--- src/rtl/gate_pkg.sv ---
// rtl/gate_pkg.sv - shared types and helpers for the noise gate
package gate_pkg;

  typedef shortint sample_t;

  typedef enum logic [2:0] {
    CLOSED  = 3'd0,
    ATTACK  = 3'd1,
    OPEN    = 3'd2,
    HOLD    = 3'd3,
    RELEASE = 3'd4
  } gate_state_e;

  function automatic int gate_unity(input int frac);
    return 1 << frac;
  endfunction

endpackage

--- src/rtl/noise_gate_env.sv ---
// rtl/noise_gate_env.sv - peak envelope follower with shift-based decay
module noise_gate_env
  import gate_pkg::*;
#(
  parameter int DECAY_SHIFT = 6
) (
  input  logic        clk,
  input  logic        rst_n,
  input  logic        in_valid,
  input  sample_t     sample,
  output logic [15:0] env_next,
  output logic [15:0] env
);

  logic [15:0] mag;
  logic [15:0] decayed;

  // -32768 has no positive twin in 16 bits, so it clamps to full scale
  always_comb begin
    if (sample == 16'sh8000)
      mag = 16'h7fff;
    else if (sample < 0)
      mag = 16'(-sample);
    else
      mag = 16'(sample);
  end

  always_comb begin
    decayed  = env - (env >> DECAY_SHIFT);
    env_next = (mag > decayed) ? mag : decayed;
  end

  always_ff @(posedge clk or negedge rst_n) begin
    if (!rst_n)
      env <= '0;
    else if (in_valid)
      env <= env_next;
  end

endmodule

--- src/rtl/noise_gate.sv ---
// rtl/noise_gate.sv - hysteretic noise gate with ramped gain ahead of overdrive
module noise_gate
  import gate_pkg::*;
#(
  parameter int GATE_FRAC    = 8,
  parameter int DECAY_SHIFT  = 6,
  parameter int HOLD_SAMPLES = 480,
  parameter int ATTACK_STEP  = 16,
  parameter int RELEASE_STEP = 1
) (
  input  logic               clk,
  input  logic               rst_n,
  input  logic               in_valid,
  input  logic signed [15:0] signal_in,
  input  logic        [15:0] thresh_open,
  input  logic        [15:0] thresh_close,
  output logic               out_valid,
  output logic signed [15:0] signal_out,
  output logic               gate_open
);

  localparam int GW = GATE_FRAC + 1;
  localparam int HW = $clog2(HOLD_SAMPLES);
  localparam int PW = 17 + GATE_FRAC;

  localparam logic [GW-1:0] UNITY  = GW'(gate_unity(GATE_FRAC));
  localparam logic [GW-1:0] A_STEP = GW'(ATTACK_STEP);
  localparam logic [GW-1:0] R_STEP = GW'(RELEASE_STEP);

  localparam logic [2:0] ST_CLOSED  = CLOSED;
  localparam logic [2:0] ST_ATTACK  = ATTACK;
  localparam logic [2:0] ST_OPEN    = OPEN;
  localparam logic [2:0] ST_HOLD    = HOLD;
  localparam logic [2:0] ST_RELEASE = RELEASE;

  logic [2:0]           state, state_nx;
  logic [GW-1:0]        gain, gain_nx;
  logic [HW-1:0]        hold_cnt, hold_nx;
  logic [15:0]          env_next;
  logic [15:0]          env_level_unused;
  logic                 open_hit, close_low;
  logic                 go_attack, go_release;
  logic signed [PW-1:0] s_ext, g_ext, prod;

  noise_gate_env #(
    .DECAY_SHIFT (DECAY_SHIFT)
  ) u_env (
    .clk      (clk),
    .rst_n    (rst_n),
    .in_valid (in_valid),
    .sample   (signal_in),
    .env_next (env_next),
    .env      (env_level_unused)
  );

  assign open_hit  = (env_next >= thresh_open);
  assign close_low = (env_next < thresh_close);

  always_comb begin
    state_nx   = state;
    gain_nx    = gain;
    hold_nx    = hold_cnt;
    go_attack  = 1'b0;
    go_release = 1'b0;
    case (state)
      ST_CLOSED:  go_attack = open_hit;
      ST_ATTACK:  go_attack = 1'b1;
      ST_OPEN: begin
        if (close_low) begin
          state_nx = ST_HOLD;
          hold_nx  = HW'(HOLD_SAMPLES - 1);
        end
      end
      ST_HOLD: begin
        if (open_hit)
          state_nx = ST_OPEN;
        else if (hold_cnt == '0)
          go_release = 1'b1;
        else
          hold_nx = hold_cnt - HW'(1);
      end
      ST_RELEASE: begin
        go_attack  = open_hit;
        go_release = !open_hit;
      end
      default: state_nx = ST_CLOSED;
    endcase

    // Ramps take their first step in the very sample that enters them
    if (go_attack) begin
      if (gain >= UNITY - A_STEP) begin
        gain_nx  = UNITY;
        state_nx = ST_OPEN;
      end else begin
        gain_nx  = gain + A_STEP;
        state_nx = ST_ATTACK;
      end
    end else if (go_release) begin
      if (gain <= R_STEP) begin
        gain_nx  = '0;
        state_nx = ST_CLOSED;
      end else begin
        gain_nx  = gain - R_STEP;
        state_nx = ST_RELEASE;
      end
    end
  end

  always_comb begin
    s_ext = PW'(signal_in);
    g_ext = PW'({1'b0, gain_nx});
    prod  = s_ext * g_ext;
  end

  always_ff @(posedge clk or negedge rst_n) begin
    if (!rst_n) begin
      state      <= ST_CLOSED;
      gain       <= '0;
      hold_cnt   <= '0;
      signal_out <= '0;
      out_valid  <= 1'b0;
    end else begin
      out_valid <= in_valid;
      if (in_valid) begin
        state      <= state_nx;
        gain       <= gain_nx;
        hold_cnt   <= hold_nx;
        signal_out <= 16'(prod >>> GATE_FRAC);
      end
    end
  end

  assign gate_open = (state != ST_CLOSED);

endmodule

--- config.mk ---
export PLATFORM = sky130hd
export DESIGN_NAME = noise_gate
export DESIGN_NICKNAME = d
export VERILOG_FILES = /design/src/rtl/gate_pkg.sv /design/src/rtl/noise_gate_env.sv /design/src/rtl/noise_gate.sv
export SDC_FILE = /design/constraint.sdc
export NUM_CORES = 1
export LEC_CHECK = 0
export ABC_AREA = 1
export ABC_CLOCK_PERIOD_IN_PS = 13600
export CAP_MARGIN = 20
export CORE_ASPECT_RATIO = 1.1
export CORE_MARGIN = 2
export CORE_UTILIZATION = 62
export CTS_CLUSTER_SIZE = 25
export DETAILED_ROUTE_END_ITERATION = 16
export PLACE_DENSITY = 0.83
export SLEW_MARGIN = 20
export SYNTH_ARGS = -nofsm -noshare
export SYNTH_HDL_FRONTEND = slang
export SYNTH_SLANG_ARGS = --single-unit
export TNS_END_PERCENT = 5
--- constraint.sdc ---
create_clock -name clk -period 13.6 [get_ports clk]
set_clock_uncertainty 0.2 [all_clocks]
set_input_delay 2.04 -clock clk [delete_from_list [all_inputs] [get_ports clk]]
set_output_delay 2.04 -clock clk [all_outputs]
set_load 0.05 [all_outputs]
==> metrics.md <==
| Metric | Value |
|---|---|
| I/O pin cnt | around 70 |
| Setup WS pre-CTS | approximately 0.46 ns |
| Asr flop ratio synth | 1.00 |
| Final antenna-violating net count | 0 |
| Post-synthesis instance area | roughly 0.010 mm² |
| Crit Path Category | input port to flip-flop |
| Max stage delay cell, worst path | sky130_fd_sc_hd__o21ai_0 |
| Setup repair after global routing missed its margin | no |
| Final instance area | about 0.011 mm² |
| Total detailed-routing wirelength | roughly 27000 µm |
| Post-Route Hold Slack | 0.290 ns |
| Share of layout cells above drive strength 1 | 0.0445 |
| Cells resized by post-CTS repair | 0 |
| Max Cap Viol | 0 |
| Clock slew seen by the registers of the worst setup and hold paths | approximately 0.070 ns |
| Final clock period utilization by the worst path | 0.938 |
| Status | finished clean |
| Register area share after synthesis | 0.132 |
| Antenna violations before repair | 0 |
| Library cells used by synthesis | between 50 and 60 |
| Sum of negative setup slack | 0 ns |
| Worst Path Arrival | roughly 13 ns |
| Category of the worst setup path launch point | input port |
| End of the worst hold path | signal_out[9] |
| Pin count of the biggest net entering global routing | between 50 and 60 |
| Synth Instances | 1411 |
| Number of nets in the synthesized netlist | between 1500 and 2000 |
| Cell mode on critical path | sky130_fd_sc_hd__nand2_1 |
| Worst R2R Path Depth | between 50 and 60 |
| Via count of the first global-routing pass | 9278 |
| Die footprint | approximately 0.018 mm² |
| Cell area reported after detailed placement | roughly 0.011 mm² |
| Postcts setup bufs | 0 |
| Total number of nets in the final design | between 1500 and 2000 |
| Most common flop cell mapped by yosys | sky130_fd_sc_hd__dfrtp_1 |
| Insertion delay of the later-clocked pin in the worst-skew pair | around 0.30 ns |
| Global-route wire length before repair | about 44000 µm |
| Clock root cell | sky130_fd_sc_hd__clkbuf_16 |
| Congestion Overflow GR | 0 |
| Number of H-tree levels | 2 |
| DRC Markers | 0 |
| Wire length per cell after detailed routing | approximately 16 µm |
| Number of flops mapped to enable cells by yosys | 0 |
| Endpoint class of the critical path | flip-flop |
| Slew at the pin closest to its max-slew limit | a little over 0.7 ns |
| Detailed-routing iteration count for the pre-antenna-repair pass | 9 |
| Routed vias/inst | approximately 5.6 |
| Worst Min Path Start | signal_out[9] |
| Worst reg2reg startpoint | u_env.env[6] |
| Vertical die dimension | around 140 µm |
| Terminus of the critical flop-to-flop path | signal_out[8] |
| Number of warnings reported in the yosys synthesis log | 0 |
| HPWL after DPL | around 22000 µm |
| Maximum clock path buffer count | 2 |
| Worst Setup Slack, final | roughly 0.84 ns |
| Number of endpoints with negative hold slack in the final report | 0 |
| Rel. slew slack | 0.520 |
| Width of the die | around 130 µm |
| Count of input and output buffers | between 60 and 70 |
| Drt initial violations | roughly 700 |
| Syn_area_per_cell | 7.25 µm² |
| Total global-route track usage | 0.308 |
| CTS tree | yes |
| Gpl congestion | roughly 0.97 |
| Final setup violating endpoints | 0 |
| Register bit count reported by yosys | 54 |
| Total number of clock tree sinks | 54 |
| Cell Rows | between 40 and 50 |
| Number of antenna repair diodes | 0 |
| Count of vias placed by the detailed router | between 9000 and 10000 |
| Worst hold path depth | 2 |
| Critical Path RT | around 14 ns |
| Hold_buf cts | 0 |
| Worst min-delay path class | flip-flop to flip-flop |
| Syn-to-layout area delta | 9.59% |
| Max Clock Freq | 78.3 MHz |
| R2R setup slack | around 2.4 ns |
| CP max stage delay | about 0.55 ns |
| Number of pins exceeding their max-slew limit in the final report | 0 |
| Number of buffers created by CTS | 5 |
| Starting density of the core | 0.629 |
| Final critical-path required period | between 10 and 15 ns |
| Core Region | around 0.016 mm² |
| Crit path max fanout | 28 |
-- synth_stat cells (all sizes together) (2+ instances only) --
master	number	area, µm²
a21boi	3	33.8
clkbuf	23	90.1
fa	115	2300
o211ai	2	15.0
dfrtp	54	1350
inv	279	1050
nor3	19	111
or2	7	43.8
o21a	2	15.0
ha	113	1410
a21oi	54	270
o221a	2	22.5
a31oi	8	50.1
xnor2	18	158
nand2	338	1330
xor2	24	210
buf	12	77.6
nor2	143	567
o21bai	5	41.3
clkinv	5	20.0
o21ai	92	475
nor4	6	43.8
a211oi	2	15.0
nand4	17	121
nand3	60	335
-- cells in the final DEF (no fill, tap or decap), types with 3 or more instances in the layout --
| cell | count |
|---|---|
| sky130_fd_sc_hd__nand2_1 | 325 |
| sky130_fd_sc_hd__nor2_1 | 133 |
| sky130_fd_sc_hd__xnor2_1 | 18 |
| sky130_fd_sc_hd__o21bai_1 | 4 |
| sky130_fd_sc_hd__nand4_1 | 16 |
| sky130_fd_sc_hd__nand3_1 | 56 |
| sky130_fd_sc_hd__nor4_1 | 5 |
| sky130_fd_sc_hd__a21oi_1 | 54 |
| sky130_fd_sc_hd__fa_1 | 115 |
| sky130_fd_sc_hd__ha_1 | 113 |
| sky130_fd_sc_hd__a31oi_1 | 8 |
| sky130_fd_sc_hd__clkinv_1 | 3 |
| sky130_fd_sc_hd__nand2_2 | 9 |
| sky130_fd_sc_hd__buf_4 | 9 |
| sky130_fd_sc_hd__o21ai_2 | 4 |
| sky130_fd_sc_hd__clkdlybuf4s50_1 | 67 |
| sky130_fd_sc_hd__o21ai_1 | 17 |
| sky130_fd_sc_hd__dfrtp_1 | 54 |
| sky130_fd_sc_hd__clkbuf_16 | 5 |
| sky130_fd_sc_hd__xor2_1 | 24 |
| sky130_fd_sc_hd__or2_1 | 5 |
| sky130_fd_sc_hd__o21ai_0 | 71 |
| sky130_fd_sc_hd__nand2_4 | 3 |
| sky130_fd_sc_hd__inv_1 | 274 |
| sky130_fd_sc_hd__nor2_2 | 9 |
| sky130_fd_sc_hd__inv_2 | 4 |
| sky130_fd_sc_hd__nor3_1 | 17 |
-- worst max-delay path, delay by kind of cell --
family,cells,cell delay (ns)
buf+inv,12,1.92
compound gates,5,1.30
fa+ha+maj,8,3.61
simple gates,28,3.89
-- routing by layer --
layer  wire [µm]  up-vias  share of wire  GRT usage
li1            -     4483              -          -
met1       10500     4423           0.39      0.384
met2       13400      384           0.50      0.538
met3        1510       86          0.057     0.0285
met4        1290        0          0.048      0.143
met5           0        -              0          0
-- kinds of logic after synthesis --
logic type | count (synthesis) | share of synthesized area
flops | 54 | 0.132
compound gates | 175 | 0.0957
xor+xnor | 42 | 0.0360
simple gates | 593 | 0.252
fa+ha+maj | 228 | 0.363
buf+inv | 319 | 0.121
-- per-stage QoR --
stage	utilization	instances
after floorplan	-	1411
after global placement	0.680	1657
after detailed placement	0.680	1657
after CTS	0.689	1665
after global routing	0.690	1665
final	0.690	1665
-- state kept, by name (all words and copies together), names as in the netlist --
register    flops
signal_out     16
u_env.env      16
gain            9
hold_cnt        9
state           3
out_valid       1
-- worst max path at each step --
stage	endpoint	slack, ns	start
6_report	signal_out[8]	0.84	signal_in[2]
5_1_grt	signal_out[8]	0.07	signal_in[2]
4_1_cts	signal_out[8]	0.72	signal_in[2]
3_5_place_dp	signal_out[8]	0.46	signal_in[2]
3_3_place_gp	signal_out[8]	0.67	signal_in[2]
2_1_floorplan	signal_out[8]	2.85	signal_in[2]
-- final cells by class --
type	instances	area (µm²)
Tap cell	204	255
Clock inverter	2	17.5
Fill cell	1379	5040
Timing Repair Buffer	77	743
Multi-Input combinational cell	1038	7640
Clock buffer	6	129
Inverter	284	1070
Sequential cell	54	1350
Power is left out: the tool's default activity adds up to more than one toggle a clock period on the data nets, which glitch-free logic cannot reach.
